==> src/rtl/nor_bridge_pkg.sv <==
// rtl/nor_bridge_pkg.sv - shared types and constants for the NOR bus arbiter
package nor_bridge_pkg;

   typedef enum logic [1:0] {
      ST_IDLE  = 2'd0,
      ST_OWN   = 2'd1,
      ST_ABORT = 2'd2
   } arb_state_t;

   localparam int M_QSPI      = 0;
   localparam int M_AUX       = 1;
   localparam int DEF_ADDR_W  = 32;
   localparam int DEF_TIMEOUT = 1024;
   localparam int DEF_MAX_OUT = 4;

   function automatic logic [1:0] owner_onehot(input logic owner);
      logic [1:0] oh;
      oh         = 2'b00;
      oh[M_QSPI] = (owner == 1'b0);
      oh[M_AUX]  = (owner == 1'b1);
      return oh;
   endfunction

endpackage

==> src/rtl/wb_nor_arbiter_if.sv <==
// rtl/wb_nor_arbiter_if.sv - two-master Wishbone side plus NOR controller side
interface wb_nor_arbiter_if #(parameter int ADDR_W = 32);

   logic [1:0]          m_cyc_i;
   logic [1:0]          m_stb_i;
   logic [1:0]          m_we_i;
   logic [2*ADDR_W-1:0] m_adr_i;
   logic [31:0]         m_dat_i;
   logic [15:0]         m_dat_o;
   logic [1:0]          m_ack_o;
   logic [1:0]          m_err_o;
   logic [1:0]          m_stall_o;
   logic                s_cyc_o;
   logic                s_stb_o;
   logic                s_we_o;
   logic [ADDR_W-1:0]   s_adr_o;
   logic [15:0]         s_dat_o;
   logic [15:0]         s_dat_i;
   logic                s_ack_i;
   logic                s_err_i;
   logic                s_stall_i;
   logic [1:0]          gnt_o;
   logic                timeout_o;

   modport slave (
      input  m_cyc_i, m_stb_i, m_we_i, m_adr_i, m_dat_i,
      input  s_dat_i, s_ack_i, s_err_i, s_stall_i,
      output m_dat_o, m_ack_o, m_err_o, m_stall_o,
      output s_cyc_o, s_stb_o, s_we_o, s_adr_o, s_dat_o,
      output gnt_o, timeout_o
   );

   modport master (
      output m_cyc_i, m_stb_i, m_we_i, m_adr_i, m_dat_i,
      output s_dat_i, s_ack_i, s_err_i, s_stall_i,
      input  m_dat_o, m_ack_o, m_err_o, m_stall_o,
      input  s_cyc_o, s_stb_o, s_we_o, s_adr_o, s_dat_o,
      input  gnt_o, timeout_o
   );

endinterface

==> src/rtl/wb_watchdog.sv <==
// rtl/wb_watchdog.sv - response watchdog; expires after TIMEOUT enabled cycles
module wb_watchdog #(
   parameter int TIMEOUT = 1024
) (
   input  logic clk_i,
   input  logic reset_i,
   input  logic clear_i,
   input  logic enable_i,
   output logic expire_o
);

   localparam int CW = (TIMEOUT > 1) ? $clog2(TIMEOUT) : 1;

   logic [CW-1:0] r_cnt;
   logic          w_at_limit;

   assign w_at_limit = (r_cnt == CW'(TIMEOUT - 1));
   assign expire_o   = enable_i & ~clear_i & w_at_limit;

   always_ff @(posedge clk_i) begin
      if (reset_i || clear_i) begin
         r_cnt <= '0;
      end else if (enable_i) begin
         r_cnt <= w_at_limit ? '0 : r_cnt + 1'b1;
      end
   end

endmodule

==> src/rtl/wb_nor_arbiter.sv <==
// rtl/wb_nor_arbiter.sv - round-robin two-master Wishbone arbiter in front of
// the NOR controller, with outstanding-request limit and response watchdog
module wb_nor_arbiter
   import nor_bridge_pkg::*;
#(
   parameter int ADDR_W  = DEF_ADDR_W,
   parameter int TIMEOUT = DEF_TIMEOUT,
   parameter int MAX_OUT = DEF_MAX_OUT
) (
   input  logic              clk_i,
   input  logic              reset_i,
   wb_nor_arbiter_if.slave   bus
);

   localparam int OW = $clog2(MAX_OUT + 1);

   arb_state_t    r_state, w_state_nxt;
   logic          r_owner, w_owner_nxt;
   logic          r_last;
   logic [OW-1:0] r_out, w_out_nxt;
   logic          w_own_cyc, w_full, w_pend, w_resp, w_stb, w_accept;
   logic          w_expire, w_abort;

   assign w_own_cyc = bus.m_cyc_i[r_owner];
   assign w_full    = (r_out == OW'(MAX_OUT));
   assign w_pend    = (r_out != '0);
   // responses with nothing outstanding are strays and never reach a master
   assign w_resp    = (bus.s_ack_i | bus.s_err_i) & w_pend;
   assign w_stb     = (r_state == ST_OWN) & w_own_cyc & bus.m_stb_i[r_owner] & ~w_full;
   assign w_accept  = w_stb & ~bus.s_stall_i;

   assign bus.s_stb_o   = w_stb;
   assign bus.m_dat_o   = bus.s_dat_i;
   assign bus.timeout_o = w_abort;

   wb_watchdog #(.TIMEOUT(TIMEOUT)) u_watchdog (
      .clk_i    (clk_i),
      .reset_i  (reset_i),
      .clear_i  ((r_state != ST_OWN) | ~w_pend | bus.s_ack_i | bus.s_err_i),
      .enable_i (w_pend),
      .expire_o (w_expire)
   );

   always_comb begin
      w_state_nxt   = r_state;
      w_owner_nxt   = r_owner;
      w_abort       = 1'b0;
      bus.s_cyc_o   = 1'b0;
      bus.s_we_o    = 1'b0;
      bus.s_adr_o   = '0;
      bus.s_dat_o   = '0;
      bus.m_ack_o   = 2'b00;
      bus.m_err_o   = 2'b00;
      bus.m_stall_o = 2'b11;
      bus.gnt_o     = 2'b00;
      case (r_state)
         ST_IDLE: begin
            if (|bus.m_cyc_i) begin
               w_state_nxt = ST_OWN;
               w_owner_nxt = (&bus.m_cyc_i) ? ~r_last : bus.m_cyc_i[1];
            end
         end
         ST_OWN: begin
            bus.gnt_o                = owner_onehot(r_owner);
            bus.s_cyc_o              = w_own_cyc;
            bus.s_we_o               = bus.m_we_i[r_owner];
            bus.s_adr_o              = r_owner ? bus.m_adr_i[2*ADDR_W-1:ADDR_W]
                                               : bus.m_adr_i[ADDR_W-1:0];
            bus.s_dat_o              = r_owner ? bus.m_dat_i[31:16] : bus.m_dat_i[15:0];
            bus.m_stall_o[r_owner]   = bus.s_stall_i | w_full;
            bus.m_ack_o[r_owner]     = bus.s_ack_i & w_pend;
            bus.m_err_o[r_owner]     = bus.s_err_i & w_pend;
            if (!w_own_cyc) begin
               w_state_nxt = ST_IDLE;
            end else if (w_expire) begin
               w_abort              = 1'b1;
               bus.m_err_o[r_owner] = 1'b1;
               w_state_nxt          = ST_ABORT;
            end
         end
         ST_ABORT: begin
            bus.gnt_o = owner_onehot(r_owner);
            if (!w_own_cyc) begin
               w_state_nxt = ST_IDLE;
            end
         end
         default: w_state_nxt = ST_IDLE;
      endcase
   end

   always_comb begin
      w_out_nxt = '0;
      if (r_state == ST_OWN && w_state_nxt == ST_OWN) begin
         w_out_nxt = r_out;
         if (w_accept && !w_resp) begin
            w_out_nxt = r_out + 1'b1;
         end else if (!w_accept && w_resp) begin
            w_out_nxt = r_out - 1'b1;
         end
      end
   end

   always_ff @(posedge clk_i) begin
      if (reset_i) begin
         r_state <= ST_IDLE;
         r_owner <= 1'b0;
         r_last  <= 1'b1;
         r_out   <= '0;
      end else begin
         r_state <= w_state_nxt;
         r_owner <= w_owner_nxt;
         r_out   <= w_out_nxt;
         if (r_state != ST_IDLE && w_state_nxt == ST_IDLE) begin
            r_last <= r_owner;
         end
      end
   end

endmodule

==> src/flat_wrapper.sv <==
// flat-port wrapper written by rule: the top's interface ports become plain ports
module wb_nor_arbiter_flat import nor_bridge_pkg::*;
#(
   parameter int ADDR_W  = DEF_ADDR_W,
   parameter int TIMEOUT = DEF_TIMEOUT,
   parameter int MAX_OUT = DEF_MAX_OUT
)
  (clk_i, reset_i, bus_m_cyc_i, bus_m_stb_i, bus_m_we_i, bus_m_adr_i, bus_m_dat_i, bus_s_dat_i, bus_s_ack_i, bus_s_err_i, bus_s_stall_i, bus_m_dat_o, bus_m_ack_o, bus_m_err_o, bus_m_stall_o, bus_s_cyc_o, bus_s_stb_o, bus_s_we_o, bus_s_adr_o, bus_s_dat_o, bus_gnt_o, bus_timeout_o);
  wb_nor_arbiter_if #(.ADDR_W(ADDR_W)) bus_i ();
  input  logic clk_i;
  input  logic reset_i;
  input wire logic [$bits(bus_i.m_cyc_i)-1:0] bus_m_cyc_i;
  input wire logic [$bits(bus_i.m_stb_i)-1:0] bus_m_stb_i;
  input wire logic [$bits(bus_i.m_we_i)-1:0] bus_m_we_i;
  input wire logic [$bits(bus_i.m_adr_i)-1:0] bus_m_adr_i;
  input wire logic [$bits(bus_i.m_dat_i)-1:0] bus_m_dat_i;
  input wire logic [$bits(bus_i.s_dat_i)-1:0] bus_s_dat_i;
  input wire logic [$bits(bus_i.s_ack_i)-1:0] bus_s_ack_i;
  input wire logic [$bits(bus_i.s_err_i)-1:0] bus_s_err_i;
  input wire logic [$bits(bus_i.s_stall_i)-1:0] bus_s_stall_i;
  output wire logic [$bits(bus_i.m_dat_o)-1:0] bus_m_dat_o;
  output wire logic [$bits(bus_i.m_ack_o)-1:0] bus_m_ack_o;
  output wire logic [$bits(bus_i.m_err_o)-1:0] bus_m_err_o;
  output wire logic [$bits(bus_i.m_stall_o)-1:0] bus_m_stall_o;
  output wire logic [$bits(bus_i.s_cyc_o)-1:0] bus_s_cyc_o;
  output wire logic [$bits(bus_i.s_stb_o)-1:0] bus_s_stb_o;
  output wire logic [$bits(bus_i.s_we_o)-1:0] bus_s_we_o;
  output wire logic [$bits(bus_i.s_adr_o)-1:0] bus_s_adr_o;
  output wire logic [$bits(bus_i.s_dat_o)-1:0] bus_s_dat_o;
  output wire logic [$bits(bus_i.gnt_o)-1:0] bus_gnt_o;
  output wire logic [$bits(bus_i.timeout_o)-1:0] bus_timeout_o;
  assign bus_i.m_cyc_i = bus_m_cyc_i;
  assign bus_i.m_stb_i = bus_m_stb_i;
  assign bus_i.m_we_i = bus_m_we_i;
  assign bus_i.m_adr_i = bus_m_adr_i;
  assign bus_i.m_dat_i = bus_m_dat_i;
  assign bus_i.s_dat_i = bus_s_dat_i;
  assign bus_i.s_ack_i = bus_s_ack_i;
  assign bus_i.s_err_i = bus_s_err_i;
  assign bus_i.s_stall_i = bus_s_stall_i;
  assign bus_m_dat_o = bus_i.m_dat_o;
  assign bus_m_ack_o = bus_i.m_ack_o;
  assign bus_m_err_o = bus_i.m_err_o;
  assign bus_m_stall_o = bus_i.m_stall_o;
  assign bus_s_cyc_o = bus_i.s_cyc_o;
  assign bus_s_stb_o = bus_i.s_stb_o;
  assign bus_s_we_o = bus_i.s_we_o;
  assign bus_s_adr_o = bus_i.s_adr_o;
  assign bus_s_dat_o = bus_i.s_dat_o;
  assign bus_gnt_o = bus_i.gnt_o;
  assign bus_timeout_o = bus_i.timeout_o;
  wb_nor_arbiter #(.ADDR_W(ADDR_W), .TIMEOUT(TIMEOUT), .MAX_OUT(MAX_OUT)) u_core (.clk_i(clk_i), .reset_i(reset_i), .bus(bus_i));
endmodule
==> config.mk <==
export PLATFORM = sky130hd
export DESIGN_NAME = wb_nor_arbiter_flat
export DESIGN_NICKNAME = d
export VERILOG_FILES = /design/src/rtl/nor_bridge_pkg.sv /design/src/rtl/wb_nor_arbiter_if.sv /design/src/rtl/wb_watchdog.sv /design/src/rtl/wb_nor_arbiter.sv /design/src/flat_wrapper.sv
export SDC_FILE = /design/constraint.sdc
export NUM_CORES = 1
export LEC_CHECK = 0
export ABC_AREA = 1
export CAP_MARGIN = 20
export CORE_UTILIZATION = 30
export CTS_CLUSTER_DIAMETER = 50
export CTS_CLUSTER_SIZE = 8
export DETAILED_ROUTE_END_ITERATION = 7
export PLACE_DENSITY = 0.87
export SYNTH_ARGS = -nofsm -noshare
export SYNTH_HDL_FRONTEND = slang
export SYNTH_HIERARCHICAL = 1
export SYNTH_SLANG_ARGS = --single-unit
==> constraint.sdc <==
create_clock -name clk_i -period 3.4 [get_ports clk_i]
set_input_delay 0.68 -clock clk_i [delete_from_list [all_inputs] [get_ports clk_i]]
set_output_delay 0.68 -clock clk_i [all_outputs]
set_load 0.01 [all_outputs]
==> results.py, run 1 <==
metrics = {
    "logic_synthesis": {
        "synth.distinct_cells": 27,
        "synth-seq-cells": 17,
        "avgSynthCellArea_sq_um": 7.33,
        "synthTopCellsByArea": "a22o_1 (25%), dfxtp_1 (19%), buf_4 (6.8%)",
        "syn_area_sq_um": 1770,
        "synth_seq_area_share_pct": 19.3,
        "syn-instance-count": 241,
        "yosysTopAreaCell": "a22o_1",
        "yosys.area.top_type_share_pct": 24.8,
        "ys_warn_count": 6,
        "synth_nets": 371,
    },
    "timing": {
        "slew_violations": 0,
        "finalSetupViolCount": 0,
        "maxSlewHeadroom_pct": 69.4,
        "final.period_utilization_pct": 92.8,
        "finalHoldViolations": 0,
        "max_slew.worst_pin.slew_ns": 0.458,
        "finalClockSkew_ns": 0.00257,
        "fin_setup_tns_ns": 0,
        "fmax_mhz": 317,
        "rsz0062_at_grt": "false",
        "period_minus_slack_ns": 3.15,
    },
    "grt": {
        "grt_pass1_wl_um": 11800,
        "grt_max_degree": 21,
        "grt_pass1_vias": 2222,
        "grt_antenna_before_repair": 0,
        "gr-total-overflow": 0,
        "grt.total_usage_pct": 25.6,
    },
    "hold_path": {
        "hold_start": "u_core/r_last",
        "worst_hold_path_type": "flip-flop to flip-flop",
        "hold_depth": 2,
    },
    "drt": {
        "drc": 0,
        "wl_um": 8400,
        "antenna_left": 0,
        "wire_per_inst_um": 18.3,
        "vias": 2305,
        "via_per_inst": 5.02,
        "drt_iter0_drc": 72,
        "dr.pass1.iters": 4,
    },
    "clock_network": {
        "root_buffer": "clkbuf_8",
        "clkTransAtPathRegs_ns": 0.07,
        "clk_path_buf_depth": 2,
        "postCtsResizedCells": 0,
        "cts_sinks": 17,
        "cts_hold_buf": 0,
        "cts_made_buffers": 3,
        "htree_levels": 1,
        "post_cts_buffers": 0,
        "clkLatencyLatePin_ns": 0.25,
        "cts_tree": "done",
    },
    "floorplanning": {
        "num_io_pins": 199,
        "die_x_um": 78.7,
        "num_rows": 27,
        "die_height_um": 78.7,
        "dieArea_sq_um": 6200,
        "initial_utilization_pct": 31.5,
        "core_area_sq_um": 5610,
    },
    "setup_path": {
        "cp_cell_sequence": "inv_1, ha_1, inv_1, nor2_4, buf_4, a22o_1, clkdlybuf4s50_1",
        "critPathMaxStageDelay_ns": 0.57,
        "crit_top_cell": "inv_1",
        "timing.critical_path.from": "u_core/r_state[1]",
        "path_class": "flip-flop to primary output",
        "setup.worst_path.end_class": "primary output",
        "reg2reg_depth": 13,
        "crit_fanout": 20,
        "cp_slowest_cell": "clkdlybuf4s50_1",
        "worstSetupStartpointType": "flip-flop",
        "r2r-end": "u_core/r_out[2]",
        "required_ns": 2.72,
        "cp.arrival_ns": 2.47,
        "crit_end": "bus_s_adr_o[17]",
        "r2r_start": "u_core/r_state[1]",
        "r2r_slack_ns": 0.95,
    },
    "power": {
        "fin_total_pwr_uw": 746,
        "ir_drop_mv": 0.234,
        "p_leak_nw": 1.40,
        "p_per_area_nw_per_um2": 219,
    },
    "placement": {
        "place.gp.congestion": 0.833,
        "dp_cells": 455,
        "dp_hpwl_um": 7000,
        "place_area_sq_um": 3360,
        "port_buffers": 166,
    },
    "cells_and_area": {
        "fillCellCount": 507,
        "drive_gt1_share_pct": 8.01,
        "stdcell_area_sq_um": 3410,
        "area_delta_synth_final_pct": 92.8,
        "nets": 518,
        "antenna_cells": 0,
        "stdcell_count": 459,
    },
    "flow_run": {
        "drv_cap": 0,
    },
    "run_status": {
        "status": "finished clean",
    },
}
-- synth_stat cells (all sizes together) --
cell and count:
fa 1, nor3 3, nor3b 1, xor2 3, dfxtp 17, a21oi 5, xnor2 2, ha 6
inv 25, nand4 4, a22o 50, nand2 40, buf 28, mux2i 2, o21bai 1, nor2 36
o21ai 4, nand3 13
-- area by class of cell --
class | instances | area, sq um | share of cell area, %
Clock buffer | 3 | 41.3 | 1.21
Tap cell | 72 | 90.1 | 2.64
Clock inverter | 1 | 5.00 | 0.147
Sequential cell | 17 | 340 | 9.99
Timing Repair Buffer | 170 | 1690 | 49.7
Inverter | 25 | 93.8 | 2.75
Multi-Input combinational cell | 171 | 1140 | 33.6
-- routing by layer --
layer	up-vias	global-route usage (%)	share of wire, %
li1	1108	-	-
met1	1066	27.4	38
met3	16	10.2	11
met4	0	8.15	2.7
met5	-	0	0
met2	115	45.8	48
-- kinds of logic (layout without fill, tap and decap cells) --
kind of cell / Yosys count / in the layout / synth area share, %
adders and majority gates: 7 / 7 / 5.38
AOI/OAI and AO/OA: 60 / 60 / 28.0
muxes: 2 / 2 / 1.13
xor gates and xnor gates: 5 / 5 / 2.48
and+or+nand+nor: 97 / 97 / 27.5
buffers and inverters: 53 / 199 / 16.2
DFF: 17 / 17 / 19.3
-- stage by stage --
step,hold slack (ns),util (%),setup slack [ns]
CTS,0.473,60.8,0.228
global placement,0.451,59.9,0.330
global route,0.519,60.8,0.0645
floorplan,0.429,-,1.02
finish,0.474,60.8,0.246
detailed placement,0.456,59.9,0.278
-- worst min path at each step --
| stage | end |
|---|---|
| 2_1_floorplan | u_core/r_last |
| 3_3_place_gp | u_core/r_last |
| 3_5_place_dp | u_core/r_last |
| 4_1_cts | u_core/r_last |
| 5_1_grt | u_core/r_last |
| 6_report | u_core/r_last |
-- worst max-delay path: cells and delay by family, from the launching register on --
kind | cells | cell delay, ns
buffers and inverters | 4 | 1.10
DFF | 1 | 0.33
adders and majority gates | 1 | 0.30
and+or+nand+nor | 1 | 0.28
AOI/OAI and AO/OA | 1 | 0.20
-- cells in the final DEF, fill, tap and decap left out, drive strengths merged, types with 4 or more instances in the layout --
master / n
clkdlybuf4s50: 166
a22o: 50
nand2: 40
nor2: 36
inv: 25
dfxtp: 17
nand3: 13
ha: 6
a21oi: 5
o21ai: 4
nand4: 4
buf: 4
-- power breakdown --
part | internal [mW] | switching [mW] | leakage, nW | total, mW
Combinational | 0.239 | 0.149 | 1.23 | 0.389
Sequential | 0.202 | 0.00498 | 0.138 | 0.207
Clock | 0.0813 | 0.0688 | 0.0255 | 0.150
Total | 0.523 | 0.223 | 1.40 | 0.746
-- flip-flops by register name (all words and copies together), names as in the netlist --
register                 cells
u_core/r_state               2
u_core/u_watchdog/r_cnt     10
u_core/r_last                1
u_core/r_owner               1
u_core/r_out                 3
No activity file was read; power rests on OpenSTA's default activity.
==> run 2: changes to the inputs <==
Settings changed: CTS_CLUSTER_DIAMETER 50 to 80.
==> results of run 2 <==
Final layout, timing and power as in run 1 (identical DEF).
==> run 3: changes to the inputs <==
Settings changed: CTS_CLUSTER_SIZE 8 to 10.
==> results of run 3 <==
Final layout, timing and power as in run 1 (identical DEF).
